===== src/rtl/vga_pattern_gen_if.sv =====
// rtl/vga_pattern_gen_if.sv - beam/sync inputs and pixel outputs of the pattern generator
//
// Purpose: bundles the sync-generator side signals and the DAC side signals
// of vga_pattern_gen so they travel as one port.
// Signals:
//   hsync_i, vsync_i  raw syncs from the sync generator (active-low)
//   display_on_i      beam in visible area
//   hpos_i, vpos_i    beam column / line
//   mode_i            pattern select, sampled once per frame
//   rgb_o             {R,G,B} 4 bits each
//   hsync_o, vsync_o  syncs re-timed to pixel latency
//   de_o              display enable re-timed to pixel latency
//   frame_o           one-cycle pulse after each box/mode update
// Modports: master drives the beam side and observes pixels, slave is the generator.

interface vga_pattern_gen_if;
  logic        hsync_i;
  logic        vsync_i;
  logic        display_on_i;
  logic [9:0]  hpos_i;
  logic [8:0]  vpos_i;
  logic [1:0]  mode_i;
  logic [11:0] rgb_o;
  logic        hsync_o;
  logic        vsync_o;
  logic        de_o;
  logic        frame_o;

  modport master (
    output hsync_i, vsync_i, display_on_i, hpos_i, vpos_i, mode_i,
    input  rgb_o, hsync_o, vsync_o, de_o, frame_o
  );

  modport slave (
    input  hsync_i, vsync_i, display_on_i, hpos_i, vpos_i, mode_i,
    output rgb_o, hsync_o, vsync_o, de_o, frame_o
  );
endinterface


===== src/rtl/vga_pattern_gen.sv =====
// rtl/vga_pattern_gen.sv - two-stage VGA pixel pattern generator with bouncing box
//
// Purpose: turns raw beam position and syncs into 12-bit RGB pixels for one of
// four patterns (box, colour bars, checker with box, white). Box position and
// pattern are updated once per frame on the falling edge of vsync_i.
// Ports:
//   clk_i   pixel clock (shared with the sync generator)
//   rstn_i  asynchronous active-low reset
//   vif     slave side of vga_pattern_gen_if (beam inputs, pixel/sync outputs)

module vga_pattern_gen #(
  parameter int H_DISPLAY = 640,
  parameter int V_DISPLAY = 480,
  parameter int BOX_SIZE  = 32,
  parameter int STEP      = 2
) (
  input  logic              clk_i,
  input  logic              rstn_i,
  vga_pattern_gen_if.slave  vif
);

  localparam logic [10:0] X_LIM  = 11'(H_DISPLAY - BOX_SIZE);
  localparam logic [9:0]  Y_LIM  = 10'(V_DISPLAY - BOX_SIZE);
  localparam logic [10:0] X_STEP = 11'(STEP);
  localparam logic [9:0]  Y_STEP = 10'(STEP);
  localparam logic [10:0] X_SIZE = 11'(BOX_SIZE);
  localparam logic [9:0]  Y_SIZE = 10'(BOX_SIZE);

  // frame event / box state
  logic       vsync_d;
  logic       run_q;
  logic       frame_evt;
  logic       frame_q;
  logic [1:0] mode_q;
  logic [9:0] box_x, box_x_nx;
  logic [8:0] box_y, box_y_nx;
  logic       dir_x, dir_x_nx;
  logic       dir_y, dir_y_nx;
  logic [10:0] x_fwd;
  logic [9:0]  y_fwd;

  // stage 1
  logic       in_box_c, in_box_q;
  logic [2:0] bar_c, bar_q;
  logic       checker_q;
  logic       de_q1, hs_q1, vs_q1;

  // stage 2
  logic [11:0] rgb_c, rgb_q;
  logic        de_q2, hs_q2, vs_q2;

  // run_q is low only on the first edge after reset release, so a vsync_i
  // that is already low at release (vsync_d resets high) is not taken as an edge.
  assign frame_evt = run_q & vsync_d & ~vif.vsync_i;

  always_comb begin
    x_fwd    = {1'b0, box_x} + X_STEP;
    y_fwd    = {1'b0, box_y} + Y_STEP;
    box_x_nx = box_x;
    box_y_nx = box_y;
    dir_x_nx = dir_x;
    dir_y_nx = dir_y;
    if (!dir_x) begin
      if (x_fwd >= X_LIM) begin
        box_x_nx = X_LIM[9:0];
        dir_x_nx = 1'b1;
      end else begin
        box_x_nx = x_fwd[9:0];
      end
    end else begin
      if ({1'b0, box_x} <= X_STEP) begin
        box_x_nx = '0;
        dir_x_nx = 1'b0;
      end else begin
        box_x_nx = box_x - X_STEP[9:0];
      end
    end
    if (!dir_y) begin
      if (y_fwd >= Y_LIM) begin
        box_y_nx = Y_LIM[8:0];
        dir_y_nx = 1'b1;
      end else begin
        box_y_nx = y_fwd[8:0];
      end
    end else begin
      if ({1'b0, box_y} <= Y_STEP) begin
        box_y_nx = '0;
        dir_y_nx = 1'b0;
      end else begin
        box_y_nx = box_y - Y_STEP[8:0];
      end
    end
  end

  always_ff @(posedge clk_i or negedge rstn_i) begin
    if (!rstn_i) begin
      vsync_d <= 1'b1;
      run_q   <= 1'b0;
      frame_q <= 1'b0;
      mode_q  <= '0;
      box_x   <= '0;
      box_y   <= '0;
      dir_x   <= 1'b0;
      dir_y   <= 1'b0;
    end else begin
      vsync_d <= vif.vsync_i;
      run_q   <= 1'b1;
      frame_q <= frame_evt;
      if (frame_evt) begin
        mode_q <= vif.mode_i;
        box_x  <= box_x_nx;
        box_y  <= box_y_nx;
        dir_x  <= dir_x_nx;
        dir_y  <= dir_y_nx;
      end
    end
  end

  // bar index = hpos/80 clamped to 7, built from threshold compares
  always_comb begin
    bar_c = '0;
    for (int k = 1; k < 8; k++) begin
      if (vif.hpos_i >= 10'(80 * k)) bar_c = 3'(k);
    end
    in_box_c = ({1'b0, vif.hpos_i} >= {1'b0, box_x}) &&
               ({1'b0, vif.hpos_i} <  ({1'b0, box_x} + X_SIZE)) &&
               ({1'b0, vif.vpos_i} >= {1'b0, box_y}) &&
               ({1'b0, vif.vpos_i} <  ({1'b0, box_y} + Y_SIZE));
  end

  always_ff @(posedge clk_i or negedge rstn_i) begin
    if (!rstn_i) begin
      in_box_q  <= 1'b0;
      bar_q     <= '0;
      checker_q <= 1'b0;
      de_q1     <= 1'b0;
      hs_q1     <= 1'b1;
      vs_q1     <= 1'b1;
    end else begin
      in_box_q  <= in_box_c;
      bar_q     <= bar_c;
      checker_q <= vif.hpos_i[5] ^ vif.vpos_i[5];
      de_q1     <= vif.display_on_i;
      hs_q1     <= vif.hsync_i;
      vs_q1     <= vif.vsync_i;
    end
  end

  always_comb begin
    rgb_c = 12'h000;
    case (mode_q)
      2'd0:    rgb_c = in_box_q ? 12'hF00 : 12'h000;
      2'd1:    rgb_c = {{4{bar_q[2]}}, {4{bar_q[1]}}, {4{bar_q[0]}}};
      2'd2:    rgb_c = in_box_q ? 12'h0F0 : (checker_q ? 12'h444 : 12'h000);
      default: rgb_c = 12'hFFF;
    endcase
    if (!de_q1) rgb_c = 12'h000;
  end

  always_ff @(posedge clk_i or negedge rstn_i) begin
    if (!rstn_i) begin
      rgb_q <= '0;
      de_q2 <= 1'b0;
      hs_q2 <= 1'b1;
      vs_q2 <= 1'b1;
    end else begin
      rgb_q <= rgb_c;
      de_q2 <= de_q1;
      hs_q2 <= hs_q1;
      vs_q2 <= vs_q1;
    end
  end

  assign vif.rgb_o   = rgb_q;
  assign vif.de_o    = de_q2;
  assign vif.hsync_o = hs_q2;
  assign vif.vsync_o = vs_q2;
  assign vif.frame_o = frame_q;

endmodule


===== src/flat_wrapper.sv =====
// flat-port wrapper written by rule: the top's interface ports become plain ports
module vga_pattern_gen_flat 
#(
  parameter int H_DISPLAY = 640,
  parameter int V_DISPLAY = 480,
  parameter int BOX_SIZE  = 32,
  parameter int STEP      = 2
)
  (clk_i, rstn_i, vif_hsync_i, vif_vsync_i, vif_display_on_i, vif_hpos_i, vif_vpos_i, vif_mode_i, vif_rgb_o, vif_hsync_o, vif_vsync_o, vif_de_o, vif_frame_o);
  vga_pattern_gen_if vif_i ();
  input  logic clk_i;
  input  logic rstn_i;
  input wire logic [$bits(vif_i.hsync_i)-1:0] vif_hsync_i;
  input wire logic [$bits(vif_i.vsync_i)-1:0] vif_vsync_i;
  input wire logic [$bits(vif_i.display_on_i)-1:0] vif_display_on_i;
  input wire logic [$bits(vif_i.hpos_i)-1:0] vif_hpos_i;
  input wire logic [$bits(vif_i.vpos_i)-1:0] vif_vpos_i;
  input wire logic [$bits(vif_i.mode_i)-1:0] vif_mode_i;
  output wire logic [$bits(vif_i.rgb_o)-1:0] vif_rgb_o;
  output wire logic [$bits(vif_i.hsync_o)-1:0] vif_hsync_o;
  output wire logic [$bits(vif_i.vsync_o)-1:0] vif_vsync_o;
  output wire logic [$bits(vif_i.de_o)-1:0] vif_de_o;
  output wire logic [$bits(vif_i.frame_o)-1:0] vif_frame_o;
  assign vif_i.hsync_i = vif_hsync_i;
  assign vif_i.vsync_i = vif_vsync_i;
  assign vif_i.display_on_i = vif_display_on_i;
  assign vif_i.hpos_i = vif_hpos_i;
  assign vif_i.vpos_i = vif_vpos_i;
  assign vif_i.mode_i = vif_mode_i;
  assign vif_rgb_o = vif_i.rgb_o;
  assign vif_hsync_o = vif_i.hsync_o;
  assign vif_vsync_o = vif_i.vsync_o;
  assign vif_de_o = vif_i.de_o;
  assign vif_frame_o = vif_i.frame_o;
  vga_pattern_gen #(.H_DISPLAY(H_DISPLAY), .V_DISPLAY(V_DISPLAY), .BOX_SIZE(BOX_SIZE), .STEP(STEP)) u_core (.clk_i(clk_i), .rstn_i(rstn_i), .vif(vif_i));
endmodule

===== config.mk =====
export PLATFORM = sky130hd
export DESIGN_NAME = vga_pattern_gen_flat
export DESIGN_NICKNAME = d
export VERILOG_FILES = /design/src/rtl/vga_pattern_gen_if.sv /design/src/rtl/vga_pattern_gen.sv /design/src/flat_wrapper.sv
export SDC_FILE = /design/constraint.sdc
export NUM_CORES = 1
export LEC_CHECK = 0
export ABC_CLOCK_PERIOD_IN_PS = 2300
export CAP_MARGIN = 15
export CORE_UTILIZATION = 57
export DETAILED_ROUTE_END_ITERATION = 10
export DONT_BUFFER_PORTS = 1
export PLACE_DENSITY = 0.75
export SYNTH_ARGS = -nofsm -noshare
export SYNTH_HDL_FRONTEND = slang
export SYNTH_SLANG_ARGS = --single-unit

===== constraint.sdc =====
create_clock -name clk_i -period 2.3 [get_ports clk_i]
set_clock_uncertainty 0.1 [all_clocks]
set_input_delay 0.345 -clock clk_i [delete_from_list [all_inputs] [get_ports clk_i]]
set_output_delay 0.345 -clock clk_i [all_outputs]
set_load 0.01 [all_outputs]

==> metrics.md <==
| Metric | Value |
|---|---|
| Pre-Repair DR Iteration Count | 5 |
| CP max FO | 8 |
| Number of global-route vias before repair | between 2000 and 3000 |
| DR top layer | met4 |
| Post-synthesis register bit count | 40 |
| Syn_nets | roughly 430 |
| Met3 wire len | 627 um |
| Final core occ | 0.6573 |
| Die height | 77.17 um |
| Skew-Pair Late Insertion Delay | about 0.30 ns |
| Core ar. | about 5500 sq um |
| Placed instance count | 446 |
| Met2 Wirelength | 3637 um |
| Yosys cell types | between 60 and 70 |
| Share of cells above drive strength 1 | 0.1913 |
| ANT cells | 0 |
| Sequential fraction of the synthesis area | 0.3124 |
| Largest area contributor in the netlist | dfrtp_1 |
| Worst endpoint required time | around 2.4 ns |
| Hold Path Origin | vif_vpos_i[5] |
| Crit share post-route | 0.9613 |
| Syn Area/Cell | between 8 and 9 sq um |
| Tot GR Track Use | 0.2638 |
| Initial Util | 0.5885 |
| CTS root buffer | clkbuf_8 |
| Clk slew on worst S/H paths | 0.09 ns |
| Min Tclk post-route | 2.211 ns |
| Fmax | 452.3 MHz |
| Async SR Flop Fraction | 1.000 |
| PD cells | 1066 nW/um^2 |
| First-pass GRT wire length | 12480 um |
| Worst setup SP type | register |
| Placed inst area | ~3300 sq um |
| Design Area, Final | 3597 sq um |
| Mapped Cells | 370 |
| Hold Violations, Final | 0 |
| Wl on met1 | between 3000 and 4000 um |
| Clock sinks | 40 |
| Crit path launch | u_core.box_x[6] |
| Total power | 3.836 mW |
| Synth Flop Type | dfrtp_1 |
| Power share of the combinational group | 0.571 |
| Leakage power | 1.578 nW |
| Cell area after synthesis | 3221 sq um |
| RSZ-0062 raised after global routing | yes |
| GP Congestion | 0.9334 |
| DR vias | 2929 |
| Worst R2R Start | u_core.box_x[6] |
| Worst-case vdd ir drop | 567.0 uV |
| Clk buf depth | 2 |
| Port bufs | 0 |
| Clock power frac | 0.132 |
| Chip width | 77.17 um |
| Per-cell routed wire length | 16.50 um |
| Drt drc | 0 |
| Switching Fraction | 0.4472 |
| Rows | 27 |
| Initial antenna violation count | 0 |
| Final Slew Violations | 0 |
| H-tree lvl count | 2 |
| Setup crit end kind | register |
| DIE AREA | 5954 sq um |
| Via density | 6.313 |
| Dpl hpwl | 5457 um |
| Final std cells w/o fill | 464 |
| CTS tree | done |
| Sequential Power Share | 0.297 |
| Syn. warnings | 0 |
| Post-route antenna net violation count | 0 |
| Outcome | finished, final reports clean |
| Largest net degree at the start of global routing | 41 |
| Worst path arrival time | 2.30 ns |
| Ports | 42 |
| Setup Viol. Count Final | 0 |
| Min-Delay Path Class | input port to register |
| Fillcell total | 465 |
| Final setup TNS | 0 ns |
| Area share of the largest cell type after synthesis | 0.2797 |
| Max-cap check violation count | 0 |
| Worst Setup Path Type | register to register |
| Layout Nets | 453 |
| Starting DRT DRC Count | 209 |
| Post-synth EDFFs | 0 |
| Sw power | 1.715 mW |
| Int Power | around 2.1 mW |
| Area Overhead vs Synth | 11.69% |
| Area contributors post-synth | dfrtp_1 (28%), ha_1 (14%), o21ai_0 (4.7%) |
| TritonCTS Buffers | 5 |
| Routed WL | 7654 um |
| Grt total ovfl | 0 |
-- logic make-up (layout without fill, tap and decap cells) --
group                    count (synthesis)  count (layout)  share of synthesized area
AND/OR/NAND/NOR                        118             118                     0.1962
multiplexers                             1               1                   0.003108
adder cells (fa/ha/maj)                 37              37                     0.1430
buffers and inverters                   52              74                    0.08857
other                                    1               1                   0.001164
XOR/XNOR                                11              11                    0.02991
AO/OA/AOI/OAI                          110             110                     0.2257
flip-flops                              40              40                     0.3124
-- cells in the mapped netlist, types with 2 or more instances --
library cell and count:
a32oi_1 2, o21a_1 5, o22ai_1 3, a211oi_1 4, a21o_1 5, a41o_1 2
nand4b_1 2, nand4_1 11, dfrtp_1 36, dfstp_2 4, nor2b_1 3, a221oi_1 2
nor3_1 15, buf_6 5, inv_1 25, ha_1 36, nor4b_1 2, nor4_1 4
a2111oi_0 2, a211o_1 2, or4_1 3, a21oi_1 24, nand3_1 14, a211o_2 2
clkbuf_2 2, o21ai_0 30, xnor2_1 10, nand2b_1 4, nand2_1 25, clkbuf_1 4
nand3b_1 3, o211ai_1 3, buf_4 7, buf_2 4, a31oi_1 9, and2_1 4
nor2_1 20, a311oi_1 3
-- placed cells by master (no fill, tap or decap), drive strengths merged, types with 3 or more instances in the layout --
cell type / Yosys / final
o22ai: 4 / 4
a311oi: 3 / 3
dlygate4sd3: 0 / 4
clkbuf: 7 / 6
o211ai: 3 / 3
nand2: 25 / 25
nand3: 14 / 14
nor3: 16 / 16
o21ai: 31 / 31
xnor2: 10 / 10
and2: 6 / 6
buf: 17 / 35
ha: 36 / 36
nor2: 21 / 21
dfrtp: 36 / 36
nand4: 11 / 11
o21a: 5 / 5
a31oi: 9 / 9
inv: 26 / 26
a21oi: 24 / 24
nor4: 4 / 4
a221oi: 3 / 3
dfstp: 4 / 4
nand3b: 3 / 3
a211o: 4 / 4
a21o: 5 / 5
nand2b: 4 / 4
a211oi: 4 / 4
or4: 3 / 3
nor2b: 3 / 3
-- power groups by stage --
stage	Combinational [mW]	Clock, mW	Sequential [mW]
after floorplan	1.56	0	1.03
after global placement	1.91	0	1.14
after detailed placement	1.97	0	1.14
after CTS	2.01	0.518	1.13
after global routing	2.44	0.550	1.17
final	2.19	0.505	1.14
-- state kept, by name, indices dropped and copies added, names as in the netlist, 2 cells and up --
signal	cells
u_core.bar_q	3
u_core.vif.rgb_o	6
u_core.box_x	9
u_core.mode_q	2
u_core.box_y	8
-- per-layer routing --
layer / global-route usage / vias up
li1: - / 1399
met4: 0.08491 / 0
met2: 0.4336 / 123
met1: 0.3343 / 1387
met3: 0.07024 / 20
met5: 0 / -
-- per-stage QoR --
step | hold slack (ns) | setup slack (ns)
floorplan | -0.05059 | 0.04662
global placement | -0.04988 | 0.06288
detailed placement | -0.04984 | 0.04885
CTS | 0.01224 | 0.02070
global route | 0.001218 | -0.004254
finish | 0.01682 | 0.08899
-- cell type report --
type	instances	area, sq um	share of cell area
Clock buffer	6	82.58	0.02296
Clock inverter	2	15.01	0.004174
Inverter	27	101.3	0.02817
Multi-Input combinational cell	278	1983	0.5513
Sequential cell	40	1010	0.2807
Tap cell	72	90.09	0.02504
Timing Repair Buffer	39	315.3	0.08765
-- worst paths after layout --
path	to	slack, ns	cells after the start
max	u_core.box_x[8]	0.09	8
max reg2reg	u_core.box_x[8]	0.09	8
max in group asynchronous	u_core.vif.vsync_o	1.43	2
min in group asynchronous	u_core.checker_q	0.40	2
min	u_core.checker_q	0.02	1
min reg2reg	u_core.vif.hsync_o	0.26	0
-- critical path, stage by stage, from the launching register on --
cell and delay (ns):
dfrtp_2 0.46, buf_4 0.16, inv_2 0.05, ha_1 0.19, nand4_1 0.10, a211o_2 0.41
and2_4 0.22, a221oi_1 0.32, o21ai_1 0.09
-- timing repair --
| action | CTS | global route |
|---|---|---|
| hold buffers | 5 | 0 |
| endpoints found under the hold margin | 43 | 0 |
| setup buffers | 0 | 5 |
| gates resized for setup | 0 | 17 |
| setup endpoints to repair | 0 | 17 |
(Power assumes the default switching activity.)
